## src/rtl/sigma_deadtime_driver.sv

```systemverilog
// sigma_deadtime_driver: turns the hybrid control law's raw switching variable
// into a complementary half-bridge gate pair with dead time on every
// commutation and a minimum on-time against chattering near the jump set.
// The committed sigma is returned as feedback and commutations are counted.
module sigma_deadtime_driver #(
  parameter int DT_CYCLES = 10,
  parameter int MIN_ON    = 50,
  parameter int CNT_W     = 16
) (
  input  logic             i_CLK,
  input  logic             i_RESET,
  input  logic             i_sigma,
  input  logic             i_enable,
  output logic             o_gate_H,
  output logic             o_gate_L,
  output logic             o_sigma_fb,
  output logic [CNT_W-1:0] o_switch_count
);

  typedef enum logic [1:0] {IDLE, DT, ON_H, ON_L} state_t;

  localparam logic [7:0]       DT_LAST  = 8'(DT_CYCLES - 1);
  localparam logic [15:0]      MIN_ON_V = 16'(MIN_ON);
  localparam logic [CNT_W-1:0] CNT_ONE  = CNT_W'(1);

  // Dwell counter only needs to know that MIN_ON has been reached, so it
  // stops there instead of wrapping back below the threshold.
  function automatic logic [15:0] sat_inc(input logic [15:0] v);
    return (v < MIN_ON_V) ? v + 16'd1 : MIN_ON_V;
  endfunction

  logic       sigma_p0, sigma_p1;
  logic       sigma_s;
  state_t     state, state_n;
  logic       target, target_n;
  logic [7:0] dt_cnt, dt_cnt_n;
  logic [15:0] dwell, dwell_n;
  logic       fb_n;
  logic [CNT_W-1:0] cnt_n;

  assign sigma_s = sigma_p1;

  // Two-flop synchronizer for the asynchronous, possibly glitchy sigma request
  always_ff @(posedge i_CLK) begin
    if (!i_RESET) begin
      sigma_p0 <= 1'b0;
      sigma_p1 <= 1'b0;
    end else begin
      sigma_p0 <= i_sigma;
      sigma_p1 <= sigma_p0;
    end
  end

  // Next-state logic: enable overrides everything, then dead time / dwell rules
  always_comb begin
    state_n  = state;
    target_n = target;
    dt_cnt_n = dt_cnt;
    dwell_n  = dwell;
    fb_n     = o_sigma_fb;
    cnt_n    = o_switch_count;
    if (!i_enable) begin
      state_n  = IDLE;
      dt_cnt_n = '0;
      dwell_n  = '0;
    end else begin
      unique case (state)
        IDLE: begin
          state_n  = DT;
          target_n = sigma_s;
          fb_n     = sigma_s;
          dt_cnt_n = '0;
        end
        DT: begin
          dt_cnt_n = dt_cnt + 8'd1;
          // A late change of mind retargets the commutation without
          // restarting the dead time already spent.
          if (sigma_s != target) begin
            target_n = sigma_s;
            fb_n     = sigma_s;
          end
          if (dt_cnt == DT_LAST) begin
            state_n = target_n ? ON_H : ON_L;
            dwell_n = '0;
            cnt_n   = o_switch_count + CNT_ONE;
          end
        end
        ON_H: begin
          dwell_n = sat_inc(dwell);
          if (!sigma_s && (dwell >= MIN_ON_V)) begin
            state_n  = DT;
            target_n = 1'b0;
            fb_n     = 1'b0;
            dt_cnt_n = '0;
          end
        end
        ON_L: begin
          dwell_n = sat_inc(dwell);
          if (sigma_s && (dwell >= MIN_ON_V)) begin
            state_n  = DT;
            target_n = 1'b1;
            fb_n     = 1'b1;
            dt_cnt_n = '0;
          end
        end
        default: state_n = IDLE;
      endcase
    end
  end

  // State and registered outputs, gates decoded from the next state
  always_ff @(posedge i_CLK) begin
    if (!i_RESET) begin
      state          <= IDLE;
      target         <= 1'b0;
      dt_cnt         <= '0;
      dwell          <= '0;
      o_gate_H       <= 1'b0;
      o_gate_L       <= 1'b0;
      o_sigma_fb     <= 1'b0;
      o_switch_count <= '0;
    end else begin
      state          <= state_n;
      target         <= target_n;
      dt_cnt         <= dt_cnt_n;
      dwell          <= dwell_n;
      o_gate_H       <= (state_n == ON_H);
      o_gate_L       <= (state_n == ON_L);
      o_sigma_fb     <= fb_n;
      o_switch_count <= cnt_n;
    end
  end

endmodule

```

## config.mk

```make
export PLATFORM = sky130hd
export DESIGN_NAME = sigma_deadtime_driver
export DESIGN_NICKNAME = d
export VERILOG_FILES = /design/src/rtl/sigma_deadtime_driver.sv
export SDC_FILE = /design/constraint.sdc
export NUM_CORES = 1
export LEC_CHECK = 0
export CORE_MARGIN = 10
export CORE_UTILIZATION = 30
export CTS_BUF_LIST = sky130_fd_sc_hd__clkbuf_8 sky130_fd_sc_hd__clkbuf_16
export DETAILED_ROUTE_END_ITERATION = 16
export REMOVE_ABC_BUFFERS = 1
export SYNTH_ARGS = -nofsm -noshare
export SYNTH_HDL_FRONTEND = slang
export SYNTH_SLANG_ARGS = --single-unit
```

## constraint.sdc

```tcl
create_clock -name i_CLK -period 2.3 [get_ports i_CLK]
set_clock_uncertainty 0.1 [all_clocks]
set_input_delay 0.69 -clock i_CLK [delete_from_list [all_inputs] [get_ports i_CLK]]
set_output_delay 0.69 -clock i_CLK [all_outputs]
set_load 0.005 [all_outputs]
```

## Word-level counts from Yosys, hierarchy flattened

Cells that the tools add are included.

| word-level totals | value |
|---|---|
| output and inout port bits | 19 |
| input bits | 4 |
| register bits after elaboration | 48 |

| cells by class | value |
|---|---|
| magnitude comparators | 2 |
| mux-type cells | 20 |
| reduce and logical (&&, ||, !) cells | 12 |
| equality and inequality tests | 11 |
| add/sub/neg operators | 3 |

Operators by type and width:

| operator | number |
|---|---|
| $add 16x1->16 const B | 2 |
| $mux 16 | 2 |
| $pmux 16 s2 | 1 |
| $pmux 8 s4 | 1 |
| $ge 16x6->1 const B | 1 |
| $lt 16x6->1 const B | 1 |
| $mux 8 | 2 |
| $add 8x1->8 const B | 1 |
| $eq 2x2->1 const B | 4 |
| $eq 8x4->1 const B | 1 |
| $mux 2 | 4 |
| $ne 2x2->1 const B | 4 |
| $pmux 1 s4 | 2 |
| $pmux 2 s4 | 1 |
| $mux 1 | 7 |
| $reduce_and 2->1 | 3 |
| $reduce_and 3->1 | 2 |
| $reduce_and 4->1 | 1 |
| $eq 2x1->1 const B | 1 |
| $logic_and 1x1->1 | 2 |
| $logic_not 2->1 | 1 |
| $reduce_bool 2->1 | 1 |
| $reduce_or 2->1 | 1 |
| $logic_not 1->1 | 1 |
| $ne 1x1->1 | 1 |

## Logic depth before layout (Yosys ltp)

| depth | value |
|---|---|
| word-level depth | 9 |
| depth in mapped cells | 7 |

## Worst setup path after synthesis

No wires, ideal clock.

| timing | value |
|---|---|
| path type | reg-to-reg |
| start | register dwell[0] |
| end | register state[0] |
| stages on the path, launching flop included | 8 |
| clock period less this slack | 2.107 ns |
| arrival time | 1.892 ns |
| setup time | 0.115 ns |
| slack | 0.193 ns |
| cells stage by stage | dfxtp_1 -> inv_1 -> ha_1 -> or4_4 -> a2111oi_4 -> nor2_2 -> o221a_1 -> and2_1 |

| on the way | value |
|---|---|
| word-level cells in the longest chain between the ends | 5 |
| elaborated cells between the ends (all ways) | 7 |

RTL lines:

| element | RTL line | source |
|---|---|---|
| start, declared | 37 | `logic [15:0] dwell, dwell_n;` |
| start signal, assigned | 126 | `dwell <= dwell_n;` |
| $ge 16x6->1 (*) | 90, 99 |  |
| $logic_and 1x1->1 (on tied branches) | 99, 90 |  |
| $mux 2 (on tied branches) | 99, 90 |  |
| $pmux 2 s4 (*) | 67 | `unique case (state)` |
| $mux 2 (*) | 62 | `if (!i_enable) begin` |
| end signal, assigned | 123 | `state <= state_n;` |
| end, declared | 34 | `state_t state, state_n;` |

Mark *: on every way between the ends. The rest lies on a longest branch, timed or not.
A chain may end at the register's enable or synchronous reset.

## Worst setup path in the final report

Same ends and word-level chain as after synthesis.

==> metrics.cfg <==
[finish]
diodes=0
fillers=760
finalNetCount=291
drive_gt1_frac=0.181
multi_input_area_mm2=0.00132
fin_area_mm2=0.00287
final_util=0.375
ff_latch_area_um2=962
syn_to_final_growth_pct=22.4
stdcell_count=383

[yosys]
ys_top_cells_by_area=dfxtp_1 41%, and2_1 6.1%, ha_1 3.7%, xor2_1 3.4%, a2111oi_4 2.4%
netlist.top_cell.by_area=dfxtp_1
synth_ff_type=dfxtp_1
synthTopCellsByCount=48 x dfxtp_1, 23 x and2_1, 12 x nand2_1
post-synth-top-count-cell=dfxtp_1
synth_cells=243
ys_seq_elements=48
synth_edf_count=0
ys_seq_area_frac=0.410
syn_area_mm2=0.00234
synth.distinct_cells=57
async_flop_share=0
synth_top_area_share=0.410
synth.avg_cell_area_um2=9.64
yosysWarnings=0

[placed_design]
gp_routability_congestion=0.760
dp_slack_ps=-111
dp.cells=373
hpwlAfterDp_mm=3.70
postPlaceCellArea_mm2=0.00275
port_buffers=22

[setup_path]
critPathRequiredTime_ps=2410
cpLargestDelayFamily=simple AND/OR/NAND/NOR gates
crit_path_top_delay_cell=or4_4
cp_num_buf_inv=2
cp_slowest_stage_delay_ps=440
critPathMaxFanout=5
cp-start-kind=register
worstSetupPathType=register to register
r2r_slack_ps=160
crit_arrival_ps=2260
r2r_cells=8
cp_cell_sequence=inv_1 > ha_1 > or4_4 > a2111oi_4 > buf_4 > nor2_2 > o221a_1 > and2_1
cp-end-kind=register
regToRegStartpoint=dwell[0]$_SDFFE_PN0P_
reg2reg_to=state[0]$_SDFF_PN0_

[power]
sequentialPowerShare=0.588
p_total_mw=1.43
p_int_mw=1.10
p_comb_frac=0.036
pwr_density_cell_mw_per_mm2=498
power_leakage_nw=1.05
p_switching_mw=0.325
swShare=0.228
clkPwrFrac=0.376
vdd_drop_max_mv=0.224

[global_routing]
grt_pass1_vias=1800
grt_max_degree=24
grt_overflow=0
grt_first_pass_wirelength_mm=8.72
grt_antenna_before_repair=0
track_usage=0.0901

[drt]
vias=1838
drt_iter0_drc=61
drc_errors=0
routedWlPerCell_um=13.2
ant_nets=0
finalWirelength_mm=5.07
drt_first_pass_iters=4
via_per_inst=4.80

[hold_path]
min_path_cells=1
hold_class=register to register
min_to=sigma_p1$_SDFF_PN0_
hp-start=sigma_p0$_SDFF_PN0_

[sta]
slew_headroom=0.700
tns_ps=0
worstMarginPinSlew_ps=448
rsz0062_at_grt=false
hold_slack_ps=343
final-hold-violation-count=0
period_share=0.933
fmax_mhz=466
slew_violations=0
min_period_ps=2140
setup_ws_ps=155
finalSetupViolations=0

[clock_tree]
clockRootBuffer=clkbuf_8
cts_tree=done
hold_buffers=0
cts_max_path_buffers=2
cts_made_buffers=5
cts.sinks=48
insertion_delay_ps=300
clk_pin_slew_worst_paths_ps=90
htreeDepth=2

[floorplanning]
die_x_um=108
initial_core_util=0.306
die_y_um=108
ios=23
design.core.area_mm2=0.00765
die_area_mm2=0.0117
rows=32

[run]
maxCapViolCount=0

[status]
status=finished clean

## timing repair
item	in CTS	in global routing
gates resized for setup	0	2
setup buffers	0	2
endpoints found under the setup margin	0	7
## sequential cells by signal, indices dropped and copies added, names as in the netlist
signal / flops
sigma_p0: 1
dwell: 16
o_gate_L: 1
o_sigma_fb: 1
dt_cnt: 8
o_gate_H: 1
o_switch_count: 16
target: 1
state: 2
sigma_p1: 1
## final cells by class
cell class | count | share of cell area
multi-input cells | 180 | 0.460
flip-flops and latches | 48 | 0.336
repair buffers | 36 | 0.113
well taps | 102 | 0.0445
clock buffers | 6 | 0.0288
inverters | 9 | 0.0118
clock inverters | 2 | 0.00524
## worst reg2reg max path, cell delays in order, from the launching register on
cell and delay (ps):
dfxtp_2 340, inv_1 60, ha_1 190, or4_4 440, a2111oi_4 320, buf_4 200
nor2_2 40, o221a_1 220, and2_1 150
## cells by family after synthesis
kind of cell | after synthesis | share of synthesized area
fa+ha+maj | 7 | 0.0374
xor+xnor | 14 | 0.0524
compound gates | 51 | 0.178
flops | 48 | 0.410
simple gates | 105 | 0.281
buf+inv | 15 | 0.0278
mux | 3 | 0.0134
## worst max-delay path by stage
stage / from / to / cells past startpoint
after CTS: dwell[0]$_SDFFE_PN0P_ / state[0]$_SDFF_PN0_ / 8
final: dwell[0]$_SDFFE_PN0P_ / state[0]$_SDFF_PN0_ / 8
after detailed placement: i_enable / o_switch_count[13]$_SDFFE_PN0P_ / 7
after global placement: i_enable / o_switch_count[11]$_SDFFE_PN0P_ / 7
after floorplan: dwell[0]$_SDFFE_PN0P_ / state[0]$_SDFF_PN0_ / 7
after global routing: dwell[0]$_SDFFE_PN0P_ / state[0]$_SDFF_PN0_ / 8
## cells in the final DEF (no fill, tap or decap), types with 7 or more instances in the layout
master	Yosys	routed
dfxtp_1	48	47
and2_1	23	23
clkdlybuf4s50_1	0	22
buf_4	1	14
nand2_1	12	12
nor2_1	11	11
inv_1	9	9
xor2_1	9	9
nand4_1	8	8
or3_1	8	8
nand3_1	8	8
o21ai_0	7	7
ha_1	7	7
## routing by layer
layer | wire length [µm] | vias up | GRT usage
li1 | - | 951 | -
met1 | 2450 | 863 | 0.113
met2 | 2400 | 19 | 0.142
met3 | 138 | 5 | 0.0232
met4 | 85 | 0 | 0.0405
met5 | 0 | - | 0
## power groups by stage
stage,clock [mW],sequential [mW],combinational (mW)
3_5_place_dp,0,0.859,0.0509
4_1_cts,0.557,0.840,0.0509
3_3_place_gp,0,0.859,0.0506
6_report,0.536,0.840,0.0515
5_1_grt,0.583,0.840,0.0571
2_1_floorplan,0,0.858,0.0239
Note: power is estimated with default switching activity, not from simulation.
